<file path="config.mk">
export PLATFORM = sky130hd
export DESIGN_NAME = bist_vector_engine
export DESIGN_NICKNAME = d
export VERILOG_FILES = /design/src/rtl/bist_pkg.sv /design/src/rtl/galois_shreg.sv /design/src/rtl/bist_vector_engine.sv
export SDC_FILE = /design/constraint.sdc
export NUM_CORES = 1
export LEC_CHECK = 0
export ABC_AREA = 1
export ABC_CLOCK_PERIOD_IN_PS = 1700
export BUFFER_PORTS_ARGS = -buffer_cell sky130_fd_sc_hd__buf_2
export CAP_MARGIN = 0
export CORE_ASPECT_RATIO = 0.9
export CORE_MARGIN = 2
export CORE_UTILIZATION = 46
export CTS_CLUSTER_DIAMETER = 150
export DETAILED_ROUTE_END_ITERATION = 16
export PLACE_DENSITY = 0.88
export SLEW_MARGIN = 15
export SYNTH_ARGS = -nofsm -noshare
export SYNTH_HDL_FRONTEND = slang
export SYNTH_SLANG_ARGS = --single-unit
export TNS_END_PERCENT = 100
</file>
<file path="constraint.sdc">
create_clock -name CK -period 1.7 [get_ports CK]
set_input_delay 0.255 -clock CK [delete_from_list [all_inputs] [get_ports CK]]
set_output_delay 0.255 -clock CK [all_outputs]
set_load 0.05 [all_outputs]
</file>
<file path="src/rtl/bist_pkg.sv">
// Shared definitions for the BIST vector engine: controller states, default
// polynomials and the Galois shift step used by both the LFSR and the MISR.
package bist_pkg;

    typedef enum logic [1:0] {
        IDLE = 2'd0,
        RUN  = 2'd1,
        DONE = 2'd2
    } state_t;

    localparam int          MAX_SHREG_W   = 64;
    localparam logic [35:0] DEF_LFSR_POLY = 36'h800000C00;
    localparam logic [38:0] DEF_MISR_POLY = 39'h4000000011;

    // Operands are zero-extended into 64 bits, so the right shift always feeds
    // a zero into the register's own MSB; callers truncate back to their width.
    function automatic logic [MAX_SHREG_W-1:0] galois_step(
        input logic [MAX_SHREG_W-1:0] value,
        input logic [MAX_SHREG_W-1:0] poly
    );
        return (value >> 1) ^ (value[0] ? poly : {MAX_SHREG_W{1'b0}});
    endfunction

endpackage

</file>
<file path="src/rtl/galois_shreg.sv">
// Galois shift register with parallel input: serves as a stimulus LFSR (din
// tied low) or as a MISR compacting din. Priority is reset, clear, load, step.
module galois_shreg
    import bist_pkg::*;
#(
    parameter int           W    = 8,
    parameter logic [W-1:0] POLY = '0
) (
    input  logic         CK,
    input  logic         RST,
    input  logic         clear,
    input  logic         load,
    input  logic [W-1:0] load_val,
    input  logic         en,
    input  logic [W-1:0] din,
    output logic [W-1:0] q
);

    logic [W-1:0] q_reg;
    logic [W-1:0] q_next;
    logic [W-1:0] step_val;

    assign step_val = W'(galois_step(MAX_SHREG_W'(q_reg), MAX_SHREG_W'(POLY)));

    always_comb begin
        q_next = q_reg;
        if (clear) begin
            q_next = '0;
        end else if (load) begin
            q_next = load_val;
        end else if (en) begin
            q_next = step_val ^ din;
        end
    end

    always_ff @(posedge CK) begin
        if (RST) begin
            q_reg <= '0;
        end else begin
            q_reg <= q_next;
        end
    end

    assign q = q_reg;

endmodule

</file>
<file path="src/rtl/bist_vector_engine.sv">
// Cycle-counted stimulus/response engine: drives LFSR or zero vectors into the
// netlist under test and compacts its outputs into a MISR signature.
module bist_vector_engine
    import bist_pkg::*;
#(
    parameter int              IN_W      = 36,
    parameter int              OUT_W     = 39,
    parameter logic [IN_W-1:0]  LFSR_POLY = IN_W'(DEF_LFSR_POLY),
    parameter logic [OUT_W-1:0] MISR_POLY = OUT_W'(DEF_MISR_POLY),
    parameter int              CNT_W     = 16
) (
    input  logic             CK,
    input  logic             RST,
    input  logic             start,
    input  logic             abort,
    input  logic             mode,
    input  logic [IN_W-1:0]  seed,
    input  logic [CNT_W-1:0] num_vec,
    input  logic [CNT_W-1:0] warmup,
    input  logic [OUT_W-1:0] exp_sig,
    output logic [IN_W-1:0]  stim,
    input  logic [OUT_W-1:0] resp,
    output logic             busy,
    output logic             done,
    output logic             pass,
    output logic [OUT_W-1:0] signature,
    output logic [CNT_W-1:0] vec_idx
);

    state_t           state_reg;
    state_t           state_next;
    logic             mode_reg;
    logic [CNT_W-1:0] num_vec_reg;
    logic [CNT_W-1:0] warmup_reg;
    logic [CNT_W-1:0] vec_idx_reg;

    logic             launch;
    logic             advance;
    logic             last_vec;
    logic             compact_en;
    logic [IN_W-1:0]  seed_eff;
    logic [IN_W-1:0]  lfsr_q;
    logic [OUT_W-1:0] misr_q;

    assign last_vec   = (vec_idx_reg == num_vec_reg - CNT_W'(1));
    assign compact_en = advance && (vec_idx_reg >= warmup_reg);
    // An all-zero seed would lock the LFSR at zero forever.
    assign seed_eff   = (seed == '0) ? '1 : seed;

    always_ff @(posedge CK) begin
        if (RST) begin
            state_reg <= IDLE;
        end else begin
            state_reg <= state_next;
        end
    end

    always_comb begin
        state_next = state_reg;
        if (abort) begin
            state_next = IDLE;
        end else begin
            case (state_reg)
                IDLE, DONE: begin
                    if (start) begin
                        state_next = (num_vec == '0) ? DONE : RUN;
                    end
                end
                RUN: begin
                    if (last_vec) begin
                        state_next = DONE;
                    end
                end
                default: state_next = IDLE;
            endcase
        end
    end

    always_comb begin
        busy    = (state_reg == RUN);
        done    = (state_reg == DONE);
        launch  = 1'b0;
        advance = 1'b0;
        if (!abort) begin
            launch  = start && (state_reg != RUN);
            advance = (state_reg == RUN);
        end
    end

    always_ff @(posedge CK) begin
        if (RST) begin
            mode_reg    <= 1'b0;
            num_vec_reg <= '0;
            warmup_reg  <= '0;
            vec_idx_reg <= '0;
        end else if (launch) begin
            mode_reg    <= mode;
            num_vec_reg <= num_vec;
            warmup_reg  <= warmup;
            vec_idx_reg <= '0;
        end else if (advance) begin
            vec_idx_reg <= vec_idx_reg + CNT_W'(1);
        end
    end

    galois_shreg #(
        .W    (IN_W),
        .POLY (LFSR_POLY)
    ) u_lfsr (
        .CK       (CK),
        .RST      (RST),
        .clear    (1'b0),
        .load     (launch),
        .load_val (seed_eff),
        .en       (advance),
        .din      ({IN_W{1'b0}}),
        .q        (lfsr_q)
    );

    galois_shreg #(
        .W    (OUT_W),
        .POLY (MISR_POLY)
    ) u_misr (
        .CK       (CK),
        .RST      (RST),
        .clear    (launch),
        .load     (1'b0),
        .load_val ({OUT_W{1'b0}}),
        .en       (compact_en),
        .din      (resp),
        .q        (misr_q)
    );

    assign stim      = (busy && mode_reg) ? lfsr_q : '0;
    assign signature = misr_q;
    assign vec_idx   = vec_idx_reg;
    assign pass      = done && (misr_q == exp_sig);

endmodule

</file>
==> qor.yml <==
die:
  io_pins: 245
  die_h_microns: 122
  rows: 43
  dieArea_sq_mm: 0.0164
  start_util_pct: 46.6
  die_x_microns: 135
  core_sq_mm: 0.0152
synth:
  synth_area_leaders: "dfxtp_1 (36%), o21ai_0 (12%), nor2_1 (8.5%)"
  avgSynthCellArea_sq_um: 6.76
  synthCells: 1050
  synth-async-reset-ratio_pct: 0
  synth_top_area_share_pct: 35.5
  synth_top_cell_by_area: "dfxtp_1"
  yosysUniqueCellTypes: 33
  ys.flop_type: "dfxtp_1"
  synth_fp_nets: 1219
  synth-edff-count: 0
  yosys_warnings: 0
  ys_seq_elements: 126
  netlist_area_sq_mm: 0.00710
  ys_seq_area_share_pct: 35.5
worst_hold_path:
  whs_endpoint: "warmup_reg[0]"
  worstHoldPathType: "in -> reg"
  hold_path_startpoint: "warmup[0]"
  holdPathStages: 3
sta:
  fin_skew_ns: 0.0102
  finalMaxSlewViolations: 0
  hold_violations: 0
  setup-violations-final: 90
  rsz0062_at_grt: "yes"
  fmax_mhz: 420
  worst_pin_slew_ns: 0.630
  min_period_ns: 2.38
  holdWs_ns: 0.0998
  period_share_pct: 140
  fin_ws_ns: -0.683
  slew_headroom_pct: 58.0
flow_run:
  drv_cap: 0
worst_setup_path:
  critical_path.top_delay_family: "simple AND/OR/NAND/NOR gates"
  path_cells: "inv_1 -> o22ai_1 -> a211oi_1 -> nand2_1 -> nor2_1 -> nand4_1 -> nor2_4 -> buf_8"
  endpoint_kind: "output port"
  slowest_stage: "dfxtp_1"
  cp.arrival_ns: 2.13
  reg2reg_from: "warmup_reg[4]"
  cpPeakStageDelay_ns: 0.31
  reg2reg_to: "u_misr.q[8]"
  start_kind: "register"
  path_class: "reg -> out"
  crit_buf_inv: 2
  r2r_slack_ns: -0.47
  critPathRequiredTime_ns: 1.44
  crit_path_max_fanout: 3
  reg2regPathDepth: 11
power_and_ir_drop:
  power_density_mw_per_mm2: 710
  p_leak_nw: 5.69
  ir_drop_mv: 0.664
place:
  portBuffers: 244
  dp_hpwl_microns: 18000
  placed_cell_area_sq_mm: 0.00972
  pre_cts_slack_ns: -0.180
  place.gp.congestion: 0.905
detailed_routing:
  wl_per_cell_microns: 22.1
  viasPerCell: 6.05
  routed_wl_microns: 36500
  first_iter_violations: 1127
  route.detailed.drc: 0
  dr.pass1.iters: 8
  ant_nets: 0
  vias: 9989
clock_tree:
  cts_tree: "built"
  root_buffer: "clkbuf_16"
  worstSkewPairLatency_ns: 0.43
  clockBufferDepth: 2
  htreeDepth: 4
  cts_made_buffers: 17
  cts.clk_slew.worst_paths_ns: 0.06
  clock_sinks: 126
  hold_buffers: 0
final_layout:
  drive_above_1_share_pct: 50.7
  nets: 1604
  fin_util_pct: 83.6
  largest_reg_flops: 39
  stdcell_area_sq_mm: 0.0127
  fillCellCount: 788
  synthToLayoutAreaGrowth_pct: 79.4
global_routing:
  grt_overflow: 0
  grt_pass1_vias: 9157
  grt_pass1_wl_microns: 46400
  grt_max_degree: 38
  antenna_found_initial: 2
  gr-usage-all-layers_pct: 36.1
status:
  status: "finished with violations"
  violations: "setup timing"
cell usage in the layout (no fill, tap or decap), types with 7 or more instances in the layout:
cell       netlist  final
buf_4            0    106
buf_8            0     16
buf_2            5    206
nor2_1         160     78
o21ai_4          0     16
o21ai_0        164     64
dfxtp_4          0     18
xor2_1          52     52
o21ai_1          1     34
a21oi_1         94     72
inv_1          142    122
nand2_1        133    117
o21ai_2          0     51
xnor2_1         20     18
a21oi_2          0     20
clkbuf_16        0     24
nor4_1          11      7
nand4_1         16     16
dfxtp_2          0     26
dfxtp_1        126     82
nor2_2           4     18
buf_6            0     51
buf_12           0     16
nor2_4           2     70
ha_4             0     12
inv_2            2     14
nand3_1         19     16
nand2_2          0      7
power breakdown:
| part | internal, mW | switching (mW) |
|---|---|---|
| clock network | 2.38 | 1.39 |
| registers | 3.06 | 0.108 |
| logic | 0.869 | 1.23 |
worst reg2reg max path, delay by kind of cell, from the launching register on:
family          cells  cell delay, ns
simple gates        4            0.52
fa+ha+maj           1            0.23
buf+inv             3            0.41
flops               1            0.33
compound gates      3            0.56
cells by family (layout without fill, tap and decap cells):
group,Yosys count,count (layout),synth area share (%)
buf+inv,190,586,10.1
flops,126,126,35.5
other cells,0,2,0
fa+ha+maj,18,18,3.17
compound gates,281,281,20.6
xor+xnor,72,72,8.89
simple gates,363,364,21.6
metrics by stage:
stage / power (mW) / cells / setup TNS [ns]
CTS: 8.51 / 1620 / -16.79
detailed placement: 4.58 / 1548 / -6.34
finish: 9.04 / 1651 / -24.02
floorplan: 4.05 / 1050 / -6.33
global route: 9.29 / 1649 / -29.16
global placement: 4.53 / 1548 / -2.71
routing by layer:
layer / vias up / part of all wire [%] / GRT usage [%]
li1: 4205 / - / -
met1: 4626 / 34 / 40.8
met2: 866 / 47 / 62.8
met3: 290 / 11 / 9.11
met4: 2 / 7.7 / 19.2
met5: - / 0.033 / 0
Yosys cell counts (all sizes together), types with 8 or more instances:
cell type,instances
nor2,166
o22ai,8
o21ai,165
inv,144
dfxtp,126
xor2,52
ha,18
nand4,16
xnor2,20
clkbuf,39
a21oi,94
nand3,19
nor4,11
nand2,134
repair_timing:
| action | 4_1_cts | 5_1_grt |
|---|---|---|
| hold endpoints to repair | 0 | 0 |
| gates cloned | 14 | 12 |
| endpoints found under the setup margin | 90 | 160 |
| setup buffers | 27 | 32 |
| gates resized for setup | 293 | 208 |
| pin swaps | 31 | 67 |
layout make-up:
type / count / area [sq um] / area share [%]
clock buffer: 26 / 519 / 4.08
timing repair inverter: 4 / 83.8 / 0.659
sequential: 126 / 2620 / 20.6
inverter: 145 / 598 / 4.70
antenna: 2 / 5.00 / 0.0393
clock inverter: 5 / 77.6 / 0.610
multi-input combinational: 735 / 5320 / 41.8
timing repair buffer: 406 / 3250 / 25.5
tap: 202 / 253 / 1.99
how the worst max path moves through the flow:
stage / from / endpoint / slack [ns] / cells past startpoint
detailed placement: state_reg[1] / pass / -0.18 / 7
finish: u_misr.q[28] / pass / -0.68 / 8
CTS: u_misr.q[18] / pass / -0.38 / 7
global route: u_misr.q[21] / pass / -1.38 / 7
floorplan: u_misr.q[29] / pass / -0.16 / 6
global placement: exp_sig[18] / pass / -0.22 / 8
Note: power is estimated with default switching activity, not from simulation.
